`config.mk`:
```
export PLATFORM = sky130hd
export DESIGN_NAME = weight_buffer_ctrl
export DESIGN_NICKNAME = d
export VERILOG_FILES = /design/src/rtl/weight_buffer_ctrl.sv
export SDC_FILE = /design/constraint.sdc
export NUM_CORES = 1
export LEC_CHECK = 0
export CORE_MARGIN = 2
export CORE_UTILIZATION = 45
export DETAILED_ROUTE_END_ITERATION = 7
export PLACE_DENSITY = 0.84
export SLEW_MARGIN = 20
export SYNTH_ARGS = -nofsm -noshare
export SYNTH_HDL_FRONTEND = slang
export SYNTH_SLANG_ARGS = --single-unit
```
`constraint.sdc`:
```
create_clock -name clk -period 24.3 [get_ports clk]
set_clock_uncertainty 0.2 [all_clocks]
set_input_delay 6.075 -clock clk [delete_from_list [all_inputs] [get_ports clk]]
set_output_delay 6.075 -clock clk [all_outputs]
set_load 0.03 [all_outputs]
```
`src/rtl/weight_buffer_ctrl.sv`:
```
// Double-buffered weight staging: active set drives the cores while the next set
// is prefetched into a shadow register, so a swap costs one cycle.
module weight_buffer_ctrl #(
  parameter int unsigned WEIGHT_WIDTH = 8,
  parameter int unsigned KERNEL_SIZE  = 9,
  parameter int unsigned NUM_CORES    = 4,
  parameter int unsigned SET_CNT_W    = 8,
  localparam int unsigned BUS_W       = NUM_CORES * KERNEL_SIZE * WEIGHT_WIDTH
) (
  input  logic                 clk,
  input  logic                 rst,
  input  logic                 init,
  input  logic [SET_CNT_W-1:0] num_sets,
  input  logic                 load_done,
  input  logic [BUS_W-1:0]     weight_in,
  input  logic                 channel_end,
  input  logic                 core_end,
  output logic                 load_start,
  output logic [BUS_W-1:0]     weight_out,
  output logic                 buffer_ready,
  output logic                 stall,
  output logic                 done,
  output logic                 err
);

  typedef enum logic [2:0] {
    S_IDLE,
    S_FILL,
    S_PREFETCH,
    S_READY,
    S_LAST
  } state_e;

  state_e                state_q, state_d;
  logic [BUS_W-1:0]      weight_out_q, weight_out_d;
  logic [BUS_W-1:0]      shadow_q, shadow_d;
  logic [SET_CNT_W-1:0]  issued_q, issued_d;
  logic [SET_CNT_W-1:0]  num_sets_q, num_sets_d;
  logic                  pending_q, pending_d;
  logic                  load_start_q, load_start_d;
  logic                  buffer_ready_q, buffer_ready_d;
  logic                  stall_q, stall_d;
  logic                  done_q, done_d;
  logic                  err_q, err_d;

  logic swap_req;
  logic more_sets;

  assign swap_req  = channel_end & core_end;
  assign more_sets = (issued_q < num_sets_q);

  assign load_start   = load_start_q;
  assign weight_out   = weight_out_q;
  assign buffer_ready = buffer_ready_q;
  assign stall        = stall_q;
  assign done         = done_q;
  assign err          = err_q;

  // Next-state and registered-output logic
  always_comb begin
    state_d        = state_q;
    weight_out_d   = weight_out_q;
    shadow_d       = shadow_q;
    issued_d       = issued_q;
    num_sets_d     = num_sets_q;
    pending_d      = pending_q;
    load_start_d   = 1'b0;
    buffer_ready_d = buffer_ready_q;
    stall_d        = stall_q;
    done_d         = 1'b0;
    err_d          = err_q;

    case (state_q)
      S_IDLE: begin
        if (load_done) err_d = 1'b1;
        // An accepted init clears err even if a stray load_done arrives with it
        if (init && (num_sets != '0)) begin
          num_sets_d   = num_sets;
          issued_d     = SET_CNT_W'(1);
          load_start_d = 1'b1;
          err_d        = 1'b0;
          pending_d    = 1'b0;
          stall_d      = 1'b0;
          state_d      = S_FILL;
        end
      end

      S_FILL: begin
        if (load_done) begin
          weight_out_d   = weight_in;
          buffer_ready_d = 1'b1;
          if (more_sets) begin
            load_start_d = 1'b1;
            issued_d     = issued_q + SET_CNT_W'(1);
            state_d      = S_PREFETCH;
          end else begin
            state_d = S_LAST;
          end
        end
      end

      S_PREFETCH: begin
        if (load_done) begin
          if (pending_q || swap_req) begin
            // Swap already owed: incoming set goes straight to the cores
            weight_out_d = weight_in;
            stall_d      = 1'b0;
            pending_d    = 1'b0;
            if (more_sets) begin
              load_start_d = 1'b1;
              issued_d     = issued_q + SET_CNT_W'(1);
            end else begin
              state_d = S_LAST;
            end
          end else begin
            shadow_d = weight_in;
            state_d  = S_READY;
          end
        end else if (swap_req) begin
          pending_d = 1'b1;
          stall_d   = 1'b1;
        end
      end

      S_READY: begin
        if (load_done) err_d = 1'b1;
        if (swap_req) begin
          weight_out_d = shadow_q;
          if (more_sets) begin
            load_start_d = 1'b1;
            issued_d     = issued_q + SET_CNT_W'(1);
            state_d      = S_PREFETCH;
          end else begin
            state_d = S_LAST;
          end
        end
      end

      S_LAST: begin
        if (load_done) err_d = 1'b1;
        if (swap_req) begin
          done_d         = 1'b1;
          buffer_ready_d = 1'b0;
          state_d        = S_IDLE;
        end
      end

      default: state_d = S_IDLE;
    endcase
  end

  always_ff @(posedge clk or posedge rst) begin
    if (rst) begin
      state_q        <= S_IDLE;
      weight_out_q   <= '0;
      shadow_q       <= '0;
      issued_q       <= '0;
      num_sets_q     <= '0;
      pending_q      <= 1'b0;
      load_start_q   <= 1'b0;
      buffer_ready_q <= 1'b0;
      stall_q        <= 1'b0;
      done_q         <= 1'b0;
      err_q          <= 1'b0;
    end else begin
      state_q        <= state_d;
      weight_out_q   <= weight_out_d;
      shadow_q       <= shadow_d;
      issued_q       <= issued_d;
      num_sets_q     <= num_sets_d;
      pending_q      <= pending_d;
      load_start_q   <= load_start_d;
      buffer_ready_q <= buffer_ready_d;
      stall_q        <= stall_d;
      done_q         <= done_d;
      err_q          <= err_d;
    end
  end

endmodule
```
# After elaboration in Yosys (flattened, before gate mapping)
# Index checks and enable logic that the tools add are counted.
# word_totals
input_bits	302
latch_bits	0
n_memories	0
regBits	600
romBits	0
mem_bits_rw	0
elab_cells	85
# op_classes
bitwise	2
n_addsub	1
shifts	0
n_reduce_logical	17
mux	41
eq_ne	13
n_lt_le_gt_ge	1
n_mul	0
div_mod_pow	0
# op_table
operator	n
$mux 288	4
$pmux 288 s3	1
$mux 8	6
$pmux 8 s4	1
$mux 3	8
$mux 1	16
$pmux 3 s5	1
$ne 2x2->1 const B	6
$reduce_and 6->1	2
$ne 3x3->1 const B	3
$add 8x1->8 const B	1
$lt 8x8->1	1
$reduce_bool 8->1	1
$eq 3x2->1 const B	2
$pmux 1 s2	3
$reduce_and 3->1	2
$reduce_bool 2->1	3
$reduce_and 5->1	1
$pmux 1 s4	1
$reduce_and 4->1	1
$reduce_bool 4->1	1
$eq 3x1->1 const B	1
$eq 3x3->1 const B	1
$logic_not 3->1	1
other kinds (7)	7

# Logic depth before layout (Yosys ltp)
# Gate-level depths: netlist (run 1).
# depth
word_depth	5
depth_mapped	8

# Worst setup path after synthesis (run 1)
# OpenSTA, ideal clock, no wires.
# synth_timing
path_type	input to register
start	input port num_sets[5]
end	register num_sets_q[7]
stages	7
setup_time_ps	121
t_required_ps	23979
path_slack_ps	16670
t_arrival_ps	7309
cell_sequence	or4_1 o211a_1 nor2b_4 buf_6 buf_6 nand2_1 o21ai_1
# synth_between
elab_chain_cells	3
# synth_rtl
element	line	rtl
start: declaration	13	input logic [SET_CNT_W-1:0] num_sets,
$reduce_bool 8->1	77	if (init && (num_sets != '0)) begin
$logic_and 1x1->1	77	
$reduce_and 2->1 (no source line)	n/a	
end signal: assignment	170	num_sets_q <= num_sets_d;
end: declaration	38	logic [SET_CNT_W-1:0] num_sets_q, num_sets_d;
# Every way passes these cells.
# A chain may end at the register's enable or synchronous reset.

# Worst setup path in the final report (run 1)
# layout_timing
start	input port load_done
end	register weight_out_q[162] (netlist: weight_out[162])
# layout_between
elab_chain_cells	2
# layout_rtl
element	line	rtl
start: declaration	14	input logic load_done,
$ne 2x2->1 (no source line)	n/a	
$reduce_and 5->1 (no source line) (*)	n/a	
end signal: assignment	167	weight_out_q <= weight_out_d;
end: declaration	35	logic [BUS_W-1:0] weight_out_q, weight_out_d;
# Mark *: on every way between the ends. The rest lies on a longest branch, timed or not.

==> results of run 1 <==
## stage by stage
step                      hold slack, ns  total power, mW
after floorplan                    0.238             3.30
after global placement             0.263             4.07
after detailed placement           0.254             4.20
after CTS                          0.280             5.12
after global routing               0.300             5.41
final                              0.284             5.11
## worst register-to-register path, stage by stage, from the launching register on
cell	delay, ns
dfrtp_1	0.57
and3_1	0.25
o21ai_1	0.11
a21oi_4	0.72
buf_4	0.86
buf_4	0.79
buf_4	0.92
nor2_1	0.21
a31oi_1	0.21
## how the worst max path moves through the flow
stage                      end  slack, ns
6_report       weight_out[162]      13.85
3_5_place_dp   weight_out[177]      13.43
5_1_grt        weight_out[162]      13.50
4_1_cts        weight_out[169]      14.01
2_1_floorplan     buffer_ready       1.23
3_3_place_gp   weight_out[152]      13.63
## flip-flops by register name (all words and copies together), names as in the netlist
register      flops
buffer_ready      1
issued_q          8
load_start        1
state_q           3
stall             1
done              1
weight_out      288
shadow_q        288
num_sets_q        8
err               1
## power breakdown
group	switching [mW]	internal, mW	total (mW)
combinational	1.43	0.945	2.38
clock	0.386	0.522	0.907
sequential	0.307	1.52	1.83
## cell families (layout without fill, tap and decap cells)
family / count (synthesis) / in the layout / share of synthesized area [%]
simple gates: 927 / 927 / 14.3
flops: 600 / 600 / 60.0
compound gates: 326 / 326 / 8.22
mux: 291 / 291 / 13.1
buf+inv: 176 / 735 / 3.85
fa+ha+maj: 8 / 8 / 0.400
xor+xnor: 2 / 2 / 0.0701
other cells: 0 / 7 / 0
## cells in the final DEF, fill, tap and decap left out, drive strengths merged, types with 2 or more instances in the layout
master | synthesis | final
clkbuf | 53 | 91
or2 | 2 | 2
inv | 12 | 15
ha | 8 | 8
clkdlybuf4s50 | 0 | 594
nor3 | 5 | 5
and2 | 2 | 2
a31oi | 290 | 290
nand3b | 2 | 2
nand2 | 599 | 599
nor2 | 298 | 298
a221o | 2 | 2
mux2i | 3 | 3
a21oi | 13 | 13
nand2b | 2 | 2
and3 | 4 | 4
nand3 | 3 | 3
nor2b | 4 | 4
diode | 0 | 7
mux2 | 288 | 288
dfrtp | 600 | 600
xnor2 | 2 | 2
o21ai | 15 | 15
clkinv | 0 | 12
buf | 111 | 22
nor4b | 2 | 2
a41oi | 2 | 2
or4 | 2 | 2
## metal layers
layer | vias up | wire length [µm] | track usage, %
met5 | - | 52 | 0
met4 | 8 | 4120 | 12.9
met3 | 241 | 6590 | 7.35
met2 | 850 | 33600 | 39.1
met1 | 9820 | 25900 | 28.4
li1 | 8938 | - | -
## area by class of cell
type | instances | area share, %
Antenna cell | 7 | 0.0528
Clock buffer | 91 | 5.45
Clock inverter | 16 | 0.369
Inverter | 12 | 0.158
Multi-Input combinational cell | 1554 | 27.3
Sequential cell | 600 | 45.2
Tap cell | 748 | 2.82
Timing Repair Buffer | 616 | 18.7
==> results.json, run 1 <==
{
  "fin_area_um2": 33200,
  "hold_viol": 0,
  "layout.nets": 3155,
  "tightest_slew_ns": 1.10,
  "cts.clk_slew.worst_paths_ns": 0.06,
  "clock_latency_ns": 0.60,
  "synth_fp_nets": 2640,
  "start_util_pct": 45.5,
  "min_from": "num_sets_q[0]",
  "postLayoutSetupSlackWorst_ns": 13.85,
  "critPathSlowestCell": "buf_4",
  "power_density_nw_per_um2": 154,
  "r2r_cells": 8,
  "multiInputGateArea_um2": 9050,
  "seqCellArea_um2": 15000,
  "rows": 86,
  "arrival_ns": 10.77,
  "cts_made_buffers": 61,
  "antenna_found_initial": 11,
  "fmax_mhz": 95.7,
  "ctsResizeCount": 0,
  "layout-drive-gt1-share_pct": 6.78,
  "maxCapViolCount": 0,
  "r2r_slack_ns": 19.37,
  "vias": 19900,
  "die_area_um2": 57500,
  "path_buf_inv": 4,
  "hold_depth": 2,
  "grt_overflow": 0,
  "slowest_delay_ns": 0.89,
  "setup.worst_path.start_class": "primary input",
  "cts_sinks": 600,
  "core_um2": 55000,
  "outcome": "finished clean",
  "fin_crit_sh_pct": 43.0,
  "synth-edff-count": 0,
  "grt_usage_pct": 23.9,
  "final_core_util_pct": 60.4,
  "port_buffers": 594,
  "cts_root_buffer": "clkbuf_16",
  "cp_max_fo": 106,
  "postRouteAntennaNets": 0,
  "synth_cell_types": 43,
  "yosys.area.top_type": "dfrtp_1",
  "cts.htree.levels": 2,
  "path_delay_family": "buffers and inverters",
  "first_global_vias": 20200,
  "fin_tns_setup_ns": 0,
  "cp-startpoint": "load_done",
  "grt_pass1_wl_um": 110000,
  "setup_viol": 0,
  "area_growth_pct": 32.8,
  "viasPerCell": 5.45,
  "ir_worst_vdd_mv": 0.100,
  "post-place-cells": 3527,
  "ys_async_sr_fraction_pct": 100,
  "drtPass1Iterations": 5,
  "ioPinCount": 595,
  "relSlewSlack_pct": 26.5,
  "synth_area_leaders": "dfrtp_1 (60%), mux2_1 (9.9%), nand2_1 (9.0%)",
  "drv_slew": 0,
  "hpwl_um": 46100,
  "synth_area_per_cell_um2": 10.7,
  "cpMostUsedCell": "buf_4",
  "grt_max_degree": 186,
  "synth_cells": 2330,
  "rsz0062_at_grt": "false",
  "post-place-ws_ns": 13.43,
  "cts_max_path_buffers": 3,
  "finalWirelength_um": 70300,
  "end_kind": "flip-flop",
  "cts_hold_buffers": 0,
  "routabilityCongestion": 0.908,
  "synth_most_common_cell": "dfrtp_1",
  "wl_per_cell_um": 19.3,
  "r2r_start": "state_q[1]",
  "crit_cells": 9,
  "fp.dieH_um": 240,
  "syn_area_um2": 25000,
  "yosysWarnings": 0,
  "cts_setup_buffers": 0,
  "cp_cell_sequence": "clkdlybuf4s50_1, nor2b_1, o21ai_1, a21oi_4, buf_4, buf_4, buf_4, nor2_1, a31oi_1",
  "ys_ff_latch": 600,
  "r2r-end": "weight_out[162]",
  "hold_end": "num_sets_q[0]",
  "placed_cell_area_um2": 31200,
  "drt_iter0_markers": 1167,
  "synthTopCellsByCount": "dfrtp_1 (600), nand2_1 (598), nor2_1 (298), a31oi_1 (290), mux2_1 (220)",
  "final_cells": 3644,
  "p_leak_nw": 14.1,
  "synth_top_cell_area_share_pct": 60.0,
  "critPathKind": "in2reg",
  "fill_cells": 4134,
  "ys_seq_area_share_pct": 60.0,
  "hold_path_class": "reg2reg",
  "drcViolationCount": 0,
  "min_period_ns": 10.45,
  "critPathRequiredTime_ns": 24.61,
  "die_w_um": 240,
  "cts_tree": "built",
  "synth_ff_type": "dfrtp_1"
}
No activity file was read; power rests on OpenSTA's default activity.
==> run 2, diff against run 1 <==
--- a/config.mk
+++ b/config.mk
@@ -5,9 +5,9 @@
 export SDC_FILE = /design/constraint.sdc
 export NUM_CORES = 1
 export LEC_CHECK = 0
-export CORE_MARGIN = 2
-export CORE_UTILIZATION = 45
+export CORE_AREA = 2 2 234 236
 export DETAILED_ROUTE_END_ITERATION = 7
+export DIE_AREA = 0 0 236 238
 export PLACE_DENSITY = 0.84
 export SLEW_MARGIN = 20
 export SYNTH_ARGS = -nofsm -noshare
==> constraint.sdc (replaced) <==
create_clock -name clk -period 10.6 [get_ports clk]
set_clock_uncertainty 0.2 [all_clocks]
set_input_delay 2.65 -clock clk [delete_from_list [all_inputs] [get_ports clk]]
set_output_delay 2.65 -clock clk [all_outputs]
set_load 0.03 [all_outputs]
==> results.json, run 2 (synthesis results as in run 1) <==
{
  "outcome": "finished clean",
  "finalPower_mw": 11.8,
  "cts_sinks": 600,
  "final_cell_mix": "dfrtp_1 (600), nand2_1 (598), clkdlybuf4s50_1 (594), nor2_1 (298), a31oi_1 (290)",
  "cts.htree.levels": 2,
  "cts_setup_buffers": 0,
  "grt_usage_pct": 24.3,
  "p_leak_nw": 14.1,
  "endpoint": "weight_out[69]",
  "cts_root_buffer": "clkbuf_16",
  "fill_cells": 3941,
  "grt_pass1_wl_um": 109000,
  "port_buffers": 594,
  "r2r_cells": 5,
  "fp.dieH_um": 238,
  "viasPerCell": 5.49,
  "seqCellArea_um2": 15000,
  "placed_cell_area_um2": 31100,
  "ir_worst_vdd_mv": 0.267,
  "fmax_mhz": 187,
  "hold_viol": 0,
  "layout-drive-gt1-share_pct": 6.75,
  "routabilityCongestion": 0.848,
  "vias": 19700,
  "antenna_found_initial": 9,
  "multiInputGateArea_um2": 9050,
  "area_growth_pct": 32.6,
  "drt_iter0_markers": 1451,
  "postRouteAntennaNets": 0,
  "r2r-end": "weight_out[134]",
  "start_util_pct": 46.7,
  "cts.clk_slew.worst_paths_ns": 0.06,
  "rsz0062_at_grt": "false",
  "critPathRequiredTime_ns": 10.90,
  "die_w_um": 236,
  "rows": 85,
  "finalWirelength_um": 69800,
  "wl_per_cell_um": 19.4,
  "hold_depth": 1,
  "maxCapViolCount": 0,
  "cp_max_fo": 96,
  "end_kind": "flip-flop",
  "hpwl_um": 46600,
  "grt_overflow": 0,
  "layout.nets": 3151,
  "cts_tree": "built",
  "tightest_slew_ns": 1.05,
  "drcViolationCount": 0,
  "fin_area_um2": 33200,
  "power_density_nw_per_um2": 355,
  "drv_slew": 0,
  "first_global_vias": 20200,
  "setup_viol": 0,
  "r2r_start": "state_q[2]",
  "drtPass1Iterations": 6,
  "critPathKind": "in2reg",
  "r2r_slack_ns": 7.22,
  "relSlewSlack_pct": 30.0,
  "setup.worst_path.start_class": "primary input",
  "cts_hold_buffers": 0,
  "clock_latency_ns": 0.59,
  "final_common_cell": "dfrtp_1",
  "die_area_um2": 56200,
  "cts_made_buffers": 60,
  "ioPinCount": 595,
  "hold_path_class": "reg2reg",
  "core_um2": 53500,
  "grt_max_degree": 216,
  "min_period_ns": 5.35,
  "ctsResizeCount": 0,
  "arrival_ns": 5.65,
  "cp-startpoint": "load_done",
  "fin_crit_sh_pct": 50.5,
  "cts_max_path_buffers": 3
}
==> run 2: cell types whose count changed in the layout (fill, tap and decap cells not counted), sizes merged <==
cell and change:
buf -3, clkinvlp +8, clkinv -1, clkbuf -6, inv -3, diode +2, bufinv +4
==> run 2: how the worst min path moves through the flow <==
stage | startpoint | endpoint | slack [ns]
floorplan | num_sets_q[0] | num_sets_q[0] | 0.24
global placement | num_sets_q[0] | num_sets_q[0] | 0.26
detailed placement | num_sets_q[0] | num_sets_q[0] | 0.27
CTS | num_sets_q[0] | num_sets_q[0] | 0.29
global route | shadow_q[32] | shadow_q[32] | 0.30
finish | shadow_q[199] | shadow_q[199] | 0.29
==> run 2: critical path, stage by stage <==
cell,delay [ns]
clkdlybuf4s50_1,0.62
nor2b_1,0.20
o21ai_1,0.11
a21oi_4,0.22
buf_4,0.62
buf_4,0.80
nor2_1,0.11
a31oi_1,0.21
==> run 2: cell type report <==
cell class / count / share of cell area, %
clock inverters: 24 / 0.845
repair buffers: 613 / 18.6
clock buffers: 85 / 5.21
well taps: 696 / 2.63
diodes: 9 / 0.0679
inverters: 12 / 0.147
multi-input cells: 1554 / 27.3
flip-flops and latches: 600 / 45.3
==> run 2: power by group <==
| part | switching (mW) | leakage (nW) | internal, mW | total [mW] |
|---|---|---|---|---|
| Clock | 0.886 | 0.968 | 1.26 | 2.14 |
| Combinational | 3.26 | 6.18 | 2.17 | 5.43 |
| Sequential | 0.704 | 6.96 | 3.49 | 4.19 |
==> run 2: through the flow <==
step	TNS, ns	hold slack (ns)	setup slack, ns	utilization, %	std cells
2_1_floorplan	-259.94	0.238	-0.433	-	2330
3_3_place_gp	0	0.258	4.64	58.2	3475
3_5_place_dp	0	0.268	4.60	58.2	3475
4_1_cts	0	0.288	5.21	61.9	3584
5_1_grt	0	0.298	5.05	62.0	3590
6_report	0	0.290	5.25	62.0	3593
==> run 2: per-layer routing <==
metal	GRT usage (%)	routed length, µm	share of wire (%)
met3	6.57	5620	8.1
met1	28.6	26300	38
met5	0	38	0.054
met2	40.6	33900	49
met4	13.1	3880	5.6
==> run 3, diff against run 2 <==
--- a/config.mk
+++ b/config.mk
@@ -5,9 +5,9 @@
 export SDC_FILE = /design/constraint.sdc
 export NUM_CORES = 1
 export LEC_CHECK = 0
-export CORE_AREA = 2 2 234 236
+export CORE_MARGIN = 2
+export CORE_UTILIZATION = 45
 export DETAILED_ROUTE_END_ITERATION = 7
-export DIE_AREA = 0 0 236 238
 export PLACE_DENSITY = 0.84
 export SLEW_MARGIN = 20
 export SYNTH_ARGS = -nofsm -noshare
==> constraint.sdc (replaced) <==
create_clock -name clk -period 4.69 [get_ports clk]
set_clock_uncertainty 0.2 [all_clocks]
set_input_delay 1.1725 -clock clk [delete_from_list [all_inputs] [get_ports clk]]
set_output_delay 1.1725 -clock clk [all_outputs]
set_load 0.03 [all_outputs]
==> results.json, run 3 (synthesis results as in run 1) <==
{
  "final_common_cell": "dfrtp_1",
  "grt_usage_pct": 24.3,
  "end_kind": "flip-flop",
  "cts_sinks": 600,
  "pwr-share-seq_pct": 35.0,
  "tightest_slew_ns": 0.981,
  "ctsResizeCount": 0,
  "maxCapViolCount": 0,
  "whs_ns": 0.290,
  "cts_hold_buffers": 0,
  "p_sw_share_pct": 40.8,
  "drt_iter0_markers": 1410,
  "power_density_nw_per_um2": 803,
  "fin_crit_sh_pct": 69.5,
  "antenna_found_initial": 8,
  "min_period_ns": 3.26,
  "rsz0062_at_grt": "false",
  "cts_made_buffers": 61,
  "cts_setup_buffers": 0,
  "cp_max_fo": 43,
  "rows": 86,
  "start_util_pct": 45.5,
  "hold_viol": 0,
  "grt_pass1_wl_um": 111000,
  "arrival_ns": 3.58,
  "multiInputGateArea_um2": 9050,
  "finalWirelength_um": 71200,
  "grt_max_degree": 153,
  "die_area_um2": 57500,
  "p_leak_nw": 14.4,
  "relSlewSlack_pct": 34.5,
  "final_cell_mix": "dfrtp_1 (600), nand2_1 (598), clkdlybuf4s50_1 (594), nor2_1 (298), a31oi_1 (290)",
  "drtPass1Iterations": 5,
  "internal-power_mw": 16.0,
  "layout-drive-gt1-share_pct": 7.78,
  "drv_slew": 0,
  "ioPinCount": 595,
  "fmax_mhz": 307,
  "core_um2": 55000,
  "wl_per_cell_um": 19.4,
  "cts.htree.levels": 2,
  "seqCellArea_um2": 15000,
  "clock_latency_ns": 0.60,
  "fp.dieH_um": 240,
  "die_w_um": 240,
  "cts_root_buffer": "clkbuf_16",
  "cts_max_path_buffers": 3,
  "setup.worst_path.start_class": "primary input",
  "hold_path_class": "reg2reg",
  "viasPerCell": 5.43,
  "first_global_vias": 20500,
  "critPathKind": "in2reg",
  "drcViolationCount": 0,
  "combPwrFrac_pct": 46.0,
  "clockPowerShare_pct": 19.0,
  "vias": 19900,
  "cts_tree": "built",
  "fill_cells": 4071,
  "placed_cell_area_um2": 31600,
  "critPathRequiredTime_ns": 5.01,
  "layout.nets": 3181,
  "area_growth_pct": 34.9,
  "p_sw_mw": 11.1,
  "hpwl_um": 48300,
  "finalPower_mw": 27.1,
  "outcome": "finished clean",
  "ir_worst_vdd_mv": 0.483,
  "grt_overflow": 0,
  "postRouteAntennaNets": 0,
  "port_buffers": 594,
  "setup_viol": 0,
  "routabilityCongestion": 0.877,
  "fin_area_um2": 33700,
  "cts.clk_slew.worst_paths_ns": 0.06
}
run 3: cell types whose count changed in the layout (fill, tap and decap cells not counted), sizes merged:
| cell | change |
|---|---|
| diode | -3 |
| clkinv | +2 |
| buf | +29 |
| inv | +4 |
| clkbuf | -6 |
| bufinv | +6 |
| clkinvlp | -5 |
run 3: area by class of cell:
class / instances / share of cell area, %
clock buffer: 79 / 4.93
clock inverter: 31 / 1.35
tap: 748 / 2.77
sequential: 600 / 44.5
timing repair buffer: 642 / 19.4
inverter: 12 / 0.145
antenna: 6 / 0.0445
multi-input combinational: 1554 / 26.8
run 3: metal layers:
layer | share of wire [%] | global-route usage, % | routed length [µm]
met1 | 38 | 29.5 | 27300
met2 | 49 | 40.2 | 34700
met3 | 8.2 | 7.02 | 5830
met4 | 4.8 | 10.9 | 3380
met5 | 0.060 | 0 | 43
run 3: worst paths after layout:
check	startpoint	endpoint	slack (ns)	cells past startpoint
worst max register to register	state_q[2]	weight_out[154]	1.94	4
min in group asynchronous	rst	shadow_q[24]	0.96	2
worst min-delay path	shadow_q[232]	shadow_q[232]	0.29	1
max in group asynchronous	rst	shadow_q[28]	2.31	3
worst max-delay path	load_done	weight_out[247]	1.43	8
worst min register to register	shadow_q[232]	shadow_q[232]	0.29	1
run 3: worst max-delay path: stages:
cell             delay, ns
clkdlybuf4s50_1       0.61
nor2b_1               0.21
o21ai_1               0.12
a21oi_4               0.27
buf_4                 0.45
buf_4                 0.42
nor2_1                0.10
a31oi_1               0.18
run 3: stage by stage:
stage	instances	TNS [ns]	worst slack [ns]	utilization (%)
6_report	3672	0	1.43	61.3
5_1_grt	3671	0	1.32	61.3
4_1_cts	3666	0	1.47	61.3
3_5_place_dp	3556	0	0.827	57.5
3_3_place_gp	3556	0	0.895	57.5
2_1_floorplan	2330	-2919.44	-4.87	-
run 3: power by group through the flow:
stage               Clock [mW]  Combinational [mW]  Sequential (mW)
floorplan                    0                5.49             11.6
global placement             0                11.9             9.34
detailed placement           0                12.4             9.52
CTS                       5.24                12.5             9.47
global route              5.45                13.4             9.76
finish                    5.14                12.5             9.50
